### config.mk
export PLATFORM = sky130hd
export DESIGN_NAME = eth_tx_arbiter
export DESIGN_NICKNAME = d
export VERILOG_FILES = /design/src/rtl/eth_tx_arbiter.sv
export SDC_FILE = /design/constraint.sdc
export NUM_CORES = 1
export LEC_CHECK = 0
export CORE_AREA = 2 2 143 145
export CTS_BUF_LIST = sky130_fd_sc_hd__clkbuf_4 sky130_fd_sc_hd__clkbuf_8
export CTS_CLUSTER_DIAMETER = 50
export DETAILED_ROUTE_END_ITERATION = 6
export DIE_AREA = 0 0 145 147
export GPL_TIMING_DRIVEN = 0
export PLACE_DENSITY = 0.78
export SKIP_CTS_REPAIR_TIMING = 1
export SLEW_MARGIN = 15
export SYNTH_ARGS = -nofsm -noshare
export SYNTH_HDL_FRONTEND = slang
export SYNTH_SLANG_ARGS = --single-unit
### constraint.sdc
create_clock -name i_clk -period 2.1 [get_ports i_clk]
set_input_delay 0.42 -clock i_clk [delete_from_list [all_inputs] [get_ports i_clk]]
set_output_delay 0.42 -clock i_clk [all_outputs]
set_load 0.02 [all_outputs]
### src/rtl/eth_tx_arbiter.sv
// ============================================================================
// eth_tx_arbiter : frame-granular 3:1 AXI-stream arbiter for the 10G MAC TX path
//                  (ARP / ICMP / UDP sources) with a mid-frame stall watchdog.
// Revision 1.0   : initial release
// ============================================================================
`timescale 1ns/1ps
`default_nettype none

module eth_tx_arbiter #(
   parameter int STALL_LIMIT  = 256,
   parameter int CNT_W        = 16,
   parameter int ARP_PRIORITY = 0
) (
   input  logic             i_clk,
   input  logic             i_reset,
   input  logic             i_s0_tvalid,
   input  logic [63:0]      i_s0_tdata,
   input  logic [7:0]       i_s0_tkeep,
   input  logic             i_s0_tlast,
   output logic             o_s0_tready,
   input  logic             i_s1_tvalid,
   input  logic [63:0]      i_s1_tdata,
   input  logic [7:0]       i_s1_tkeep,
   input  logic             i_s1_tlast,
   output logic             o_s1_tready,
   input  logic             i_s2_tvalid,
   input  logic [63:0]      i_s2_tdata,
   input  logic [7:0]       i_s2_tkeep,
   input  logic             i_s2_tlast,
   output logic             o_s2_tready,
   output logic             o_m_tvalid,
   output logic [63:0]      o_m_tdata,
   output logic [7:0]       o_m_tkeep,
   output logic             o_m_tlast,
   output logic             o_m_tuser,
   input  logic             i_m_tready,
   output logic [2:0]       o_grant,
   output logic             o_busy,
   output logic [CNT_W-1:0] o_frame_cnt_0,
   output logic [CNT_W-1:0] o_frame_cnt_1,
   output logic [CNT_W-1:0] o_frame_cnt_2,
   output logic [CNT_W-1:0] o_abort_cnt
);

   localparam logic [1:0] S_IDLE  = 2'd0;
   localparam logic [1:0] S_XFER  = 2'd1;
   localparam logic [1:0] S_ABORT = 2'd2;
   localparam logic [1:0] S_DRAIN = 2'd3;

   localparam logic [15:0]      STALL_LAST = 16'(STALL_LIMIT - 1);
   localparam logic [CNT_W-1:0] CNT_ONE    = CNT_W'(1);

   logic [1:0]       state;
   logic [2:0]       grant;
   logic [1:0]       gsel;
   logic [1:0]       last_grant;
   logic [15:0]      stall_cnt;
   logic [CNT_W-1:0] frame_cnt [3];
   logic [CNT_W-1:0] abort_cnt;

   logic [2:0]       req;
   logic [1:0]       cand1;
   logic [1:0]       cand2;
   logic [1:0]       pick;
   logic             pick_vld;

   logic             sel_tvalid;
   logic [63:0]      sel_tdata;
   logic [7:0]       sel_tkeep;
   logic             sel_tlast;
   logic [2:0]       src_ready;

   function automatic logic [1:0] rr_next(input logic [1:0] p);
      return (p == 2'd2) ? 2'd0 : p + 2'd1;
   endfunction

   assign req = {i_s2_tvalid, i_s1_tvalid, i_s0_tvalid};

   // Round-robin search starts one past the last owner; ARP may pre-empt it.
   always_comb begin
      cand1    = rr_next(last_grant);
      cand2    = rr_next(cand1);
      pick     = 2'd0;
      pick_vld = 1'b1;
      if (ARP_PRIORITY != 0 && req[0]) begin
         pick = 2'd0;
      end else if (req[cand1]) begin
         pick = cand1;
      end else if (req[cand2]) begin
         pick = cand2;
      end else if (req[last_grant]) begin
         pick = last_grant;
      end else begin
         pick_vld = 1'b0;
      end
   end

   always_comb begin
      sel_tvalid = 1'b0;
      sel_tdata  = 64'd0;
      sel_tkeep  = 8'd0;
      sel_tlast  = 1'b0;
      case (gsel)
         2'd0: begin
            sel_tvalid = i_s0_tvalid;
            sel_tdata  = i_s0_tdata;
            sel_tkeep  = i_s0_tkeep;
            sel_tlast  = i_s0_tlast;
         end
         2'd1: begin
            sel_tvalid = i_s1_tvalid;
            sel_tdata  = i_s1_tdata;
            sel_tkeep  = i_s1_tkeep;
            sel_tlast  = i_s1_tlast;
         end
         2'd2: begin
            sel_tvalid = i_s2_tvalid;
            sel_tdata  = i_s2_tdata;
            sel_tkeep  = i_s2_tkeep;
            sel_tlast  = i_s2_tlast;
         end
         default: begin
         end
      endcase
   end

   always_comb begin
      o_m_tvalid = 1'b0;
      o_m_tdata  = 64'd0;
      o_m_tkeep  = 8'd0;
      o_m_tlast  = 1'b0;
      o_m_tuser  = 1'b0;
      src_ready  = 3'b000;
      case (state)
         S_XFER: begin
            o_m_tvalid      = sel_tvalid;
            o_m_tdata       = sel_tdata;
            o_m_tkeep       = sel_tkeep;
            o_m_tlast       = sel_tlast;
            src_ready[gsel] = i_m_tready;
         end
         S_ABORT: begin
            // Error-marked terminator so the MAC discards the truncated frame.
            o_m_tvalid = 1'b1;
            o_m_tkeep  = 8'h01;
            o_m_tlast  = 1'b1;
            o_m_tuser  = 1'b1;
         end
         S_DRAIN: begin
            src_ready[gsel] = 1'b1;
         end
         default: begin
         end
      endcase
   end

   always_ff @(posedge i_clk) begin
      if (i_reset) begin
         state        <= S_IDLE;
         grant        <= 3'b000;
         gsel         <= 2'd0;
         last_grant   <= 2'd2;
         stall_cnt    <= 16'd0;
         frame_cnt[0] <= '0;
         frame_cnt[1] <= '0;
         frame_cnt[2] <= '0;
         abort_cnt    <= '0;
      end else begin
         case (state)
            S_IDLE: begin
               stall_cnt <= 16'd0;
               if (pick_vld) begin
                  grant <= 3'b001 << pick;
                  gsel  <= pick;
                  state <= S_XFER;
               end
            end
            S_XFER: begin
               if (sel_tvalid && i_m_tready && sel_tlast) begin
                  frame_cnt[gsel] <= frame_cnt[gsel] + CNT_ONE;
                  last_grant      <= gsel;
                  grant           <= 3'b000;
                  stall_cnt       <= 16'd0;
                  state           <= S_IDLE;
               end else if (!sel_tvalid) begin
                  if (stall_cnt == STALL_LAST) begin
                     stall_cnt <= 16'd0;
                     state     <= S_ABORT;
                  end else begin
                     stall_cnt <= stall_cnt + 16'd1;
                  end
               end else begin
                  stall_cnt <= 16'd0;
               end
            end
            S_ABORT: begin
               if (i_m_tready) begin
                  abort_cnt <= abort_cnt + CNT_ONE;
                  state     <= S_DRAIN;
               end
            end
            S_DRAIN: begin
               if (sel_tvalid && sel_tlast) begin
                  last_grant <= gsel;
                  grant      <= 3'b000;
                  state      <= S_IDLE;
               end
            end
            default: begin
               state <= S_IDLE;
            end
         endcase
      end
   end

   assign o_s0_tready   = src_ready[0];
   assign o_s1_tready   = src_ready[1];
   assign o_s2_tready   = src_ready[2];
   assign o_grant       = grant;
   assign o_busy        = (state != S_IDLE);
   assign o_frame_cnt_0 = frame_cnt[0];
   assign o_frame_cnt_1 = frame_cnt[1];
   assign o_frame_cnt_2 = frame_cnt[2];
   assign o_abort_cnt   = abort_cnt;

endmodule

`default_nettype wire
==> Word level (Yosys, flattened, before mapping) <==
Memory sizes are Yosys's and may differ from the RTL's. A register that Yosys moved wholly into a read port is not among the register bits.
Cells that the tools add are included.
{ "word_totals": {"reg_bits": 41, "latch_bits": 0, "ram_bits": 48, "romBits": 0, "inputBits": 225, "out_inout_bits": 146, "mem_count": 1} }
{ "op_classes": {"n_addsub": 5, "mul": 0, "div_mod_pow": 0, "n_lt_le_gt_ge": 5, "n_eq_ne": 14, "shifts": 1, "n_mux": 55, "n_bitwise": 1, "n_reduce_logical": 16} }
{ "mem_list": {"columns": ["memory", "words", "word_bits", "read_ports", "rd_clocked_by_memory_dff", "write_ports", "line", "source"], "rows": [
  ["frame_cnt", 3, 16, 4, 1, 3, "58", "logic [CNT_W-1:0] frame_cnt [3];"]
]} }
{ "op_table": {"columns": ["operator", "n"], "rows": [
  ["$pmux 64 s3", 1],
  ["$mux 16", 4],
  ["$mux 64", 1],
  ["$add 16x1->16 const B", 3],
  ["$mux 2", 16],
  ["$pmux 16 s2", 1],
  ["$pmux 8 s3", 1],
  ["$eq 16x8->1 const B", 1],
  ["$pmux 8 s2", 1],
  ["$reduce_or 16->1", 1],
  ["$mux 1", 15],
  ["$lt 2x3->1 const B", 4],
  ["$eq 2x2->1 const B", 5],
  ["$mux 3", 3],
  ["$pmux 3 s3", 1],
  ["$ne 2x2->1 const B", 4],
  ["$pmux 2 s4", 1],
  ["$bmux 1 s2", 3],
  ["$ne 3x3->1 const B", 2],
  ["$pmux 1 s3", 2],
  ["$pmux 3 s2", 1],
  ["$reduce_bool 2->1", 3],
  ["$reduce_and 5->1", 1],
  ["$add 2x1->2 const B", 2],
  ["other kinds (13)", 20]
]} }

==> Longest topological paths before layout <==
{ "logic_depth": {"depth_word": 11, "depth_mapped": 9, "ltp_nobuf": 8} }

==> Worst setup path after synthesis <==
No wires, ideal clock.
{ "synth_path": {"kind": "register to register", "startpoint": "register gsel[1]", "endpoint": "memory frame_cnt[2][0], enable pin", "arrival_time_ns": 1.937, "slack_ns": -0.208, "stages_incl_launch_ff": 9, "period_less_slack_ns": 2.308, "cell_sequence": "dfxtp_1 -> buf_6 -> nand2b_1 -> o22ai_1 -> nand2b_1 -> nor3_2 -> nand3b_1 -> buf_2 -> nand2_1"} }
{ "synth_lines": {"columns": ["item", "line", "source"], "rows": [
  ["start, declared", "55", "logic [1:0] gsel;"],
  ["start signal, assigned", "174", "gsel <= pick;"],
  ["end, declared", "58", null]
]} }

==> results.json <==
{
  "postLayoutCellArea_um2": 12740,
  "endpoint_kind": "flip-flop",
  "synth_edf_count": 64,
  "wl_per_cell_um": 21.58,
  "clock_latency_ns": 0.40,
  "relSlewSlack": 0.2112,
  "drtAntennaViolNets": 0,
  "synth_flop_cell": "edfxtp_1",
  "cp.buffers_inverters": 4,
  "drc": 0,
  "ys_ff_latch": 107,
  "cts-root-buf": "clkbuf_8",
  "post-route-min-period_ns": 2.344,
  "use_met2": 0.4576,
  "grt_max_degree": 21,
  "hpwl_um": 23650,
  "io-pin-count": 371,
  "post-route-worst-setup-slack_ns": -0.2444,
  "slowest_delay_ns": 0.41,
  "clock-sinks": 107,
  "cts.clk_slew.worst_paths_ns": 0.11,
  "grt_pass1_wl_um": 43370,
  "cp_top_family": "buffers and inverters",
  "fin_skew_ns": 0.02123,
  "status": "finished, violations left",
  "cpMaxStageDelayCell": "dfxtp_4",
  "tightest_slew_ns": 1.182,
  "finalSetupViolCount": 185,
  "syn_to_final_growth_pct": 77.94,
  "grt_pass1_vias": 7348,
  "drt-total-wl_um": 32950,
  "drv_slew": 0,
  "rows": 52,
  "seq_area_frac_synth": 0.3887,
  "critPathKind": "flip-flop to flip-flop",
  "hold_viol": 0,
  "async_reset_ff_frac": 0,
  "cp-start-kind": "flip-flop",
  "grt_usage": 0.2651,
  "worstHoldPathType": "flip-flop to flip-flop",
  "ys_warn_count": 0,
  "violations": "negative setup slack",
  "reg2regPathDepth": 10,
  "syn-cell-area_um2": 7159,
  "worst_ep_required_time_ns": 2.18,
  "top_usage_layer": "met2",
  "rrSetupSlack_ns": -0.24,
  "antenna_found_initial": 0,
  "syn_avg_cell_area_um2": 8.949,
  "cp.depth": 10,
  "fmax_mhz": 426.6,
  "met1_usage": 0.3415,
  "dr_total_vias": 8049,
  "drt_iter0_drc": 727,
  "core-area_um2": 19840,
  "num_antenna_cells": 0,
  "worstPathCellList": "clkbuf_16 > mux2i_2 > a2bb2oi_2 > nand2b_4 > nor3_4 > buf_6 > buf_12 > nand2_8 > buf_12 > nand2_8",
  "cts_tree": "built",
  "drive_gt1_frac": 0.2387,
  "p_leak_uw": 0.004903,
  "htree_levels": 3,
  "dpl_cell_area_um2": 11290,
  "p_per_area_nw_per_um2": 669.6,
  "vias_per_cell": 5.271,
  "post-place-ws_ns": -1.301,
  "synth_cells": 800,
  "rsz0062_at_grt": "yes",
  "path_max_fanout": 8,
  "die_area_um2": 21320,
  "grt-ovfl-total": 0,
  "max-vdd-ir-drop_uv": 350.3,
  "nets": 1484,
  "io_buffers": 370,
  "die_x_um": 145,
  "cts-buffers-inserted": 9,
  "worstPathArrival_ns": 2.43,
  "start_util": 0.3608,
  "netlist-cell-type-count": 62,
  "maxCapViolCount": 0,
  "drt_first_pass_iters": 6,
  "clockBufferDepth": 2,
  "fp.dieH_um": 147,
  "hold-path-cell-count": 2,
  "gp_congestion": 0.9243,
  "period_share": 1.116,
  "met3_usage": 0.05590
}
==> worst reg2reg max path, delay by kind of cell (launching register included) <==
kind,cells,cell delay (ns)
AND/OR/NAND/NOR,4,0.50
flip-flops,1,0.41
buffers and inverters,4,0.60
multiplexers,1,0.24
AO/OA/AOI/OAI,1,0.29
==> flip-flops by register name (all words and copies together), names as in the netlist, named ones only <==
name / flops
o_abort_cnt: 16
frame_cnt: 64
last_grant: 2
gsel: 2
o_grant: 3
state: 1
stall_cnt: 16
==> through the flow <==
stage                 util  setup TNS [ns]  hold slack, ns  power (µW)  cells
finish              0.6420          -23.70          0.4669        8531   1527
global route        0.6420          -38.04          0.4887        8889   1527
CTS                 0.5784         -162.07          0.4646        7875   1471
detailed placement  0.5689         -164.85          0.4509        6636   1455
global placement    0.5689         -154.92          0.4479        6596   1455
floorplan                -        -0.03388          0.4353        4673    815
==> logic make-up after synthesis <==
family,Yosys count,share of synthesized area
XOR/XNOR,26,0.03915
AND/OR/NAND/NOR,345,0.2344
adder cells (fa/ha/maj),7,0.01223
other,1,0.0005238
AO/OA/AOI/OAI,140,0.1089
multiplexers,98,0.1704
buffers and inverters,76,0.04579
flip-flops,107,0.3887
==> metal layers <==
metal  part of all wire  vias to the layer above
met5                  0                        -
met4              0.032                        0
met3              0.084                       66
met2               0.50                      448
met1               0.39                     3847
li1                   -                     3688
==> report_power, final <==
| group | total, µW | switching [µW] | internal [µW] |
|---|---|---|---|
| Clock | 1290 | 821 | 467 |
| Combinational | 4780 | 2610 | 2170 |
| Sequential | 2460 | 93.9 | 2370 |
| Total | 8530 | 3520 | 5010 |
==> final cells by class <==
| class | instances | area, µm² |
|---|---|---|
| plain buffers | 50 | 539.3 |
| clock buffers | 9 | 123.9 |
| clock inverters | 7 | 63.81 |
| fillers | 1559 | 7104 |
| inverters | 25 | 96.34 |
| multi-input cells | 636 | 4771 |
| flip-flops and latches | 107 | 2798 |
| well taps | 270 | 337.8 |
| repair buffers | 423 | 4010 |
==> synth_stat cells, drive strengths merged (25+ instances only) <==
cell type / number / area (µm²)
nand2: 104 / 390.4
dfxtp: 43 / 860.8
nor2: 111 / 424.2
and2: 68 / 430.4
clkbuf: 35 / 131.4
edfxtp: 64 / 1922
o21ai: 84 / 420.4
inv: 25 / 93.84
a21oi: 33 / 165.2
mux2i: 82 / 833.3
==> layout by cell type (no fill, tap or decap), drive strengths merged, types with 3 or more instances in the layout <==
cell           instances
a2bb2oi                3
o21ai                 84
clkbuf                49
and4                   3
nand2b                 5
and2                  68
mux2i                 82
nor2                 111
dlymetal6s2s           4
buf                  138
xor2                  16
conb                  16
a31oi                  3
a211oi                 3
nand4                  8
nand3                 15
a311oi                 3
ha                     7
clkdlybuf4s50        291
nand3b                 3
mux4                  16
inv                   31
xnor2                 10
edfxtp                64
or3                    4
dfxtp                 43
nor3                   7
a21oi                 33
nor4                   4
and3                   4
nand2                107
==> path summary, 6_finish.rpt <==
kind	startpoint	end
setup / recovery	gsel[1]	frame_cnt[0][0]
hold / removal	o_grant[0]	o_grant[0]
hold reg to reg	o_grant[0]	o_grant[0]
setup reg to reg	gsel[1]	frame_cnt[0][0]
No activity file was read; power rests on OpenSTA's default activity.
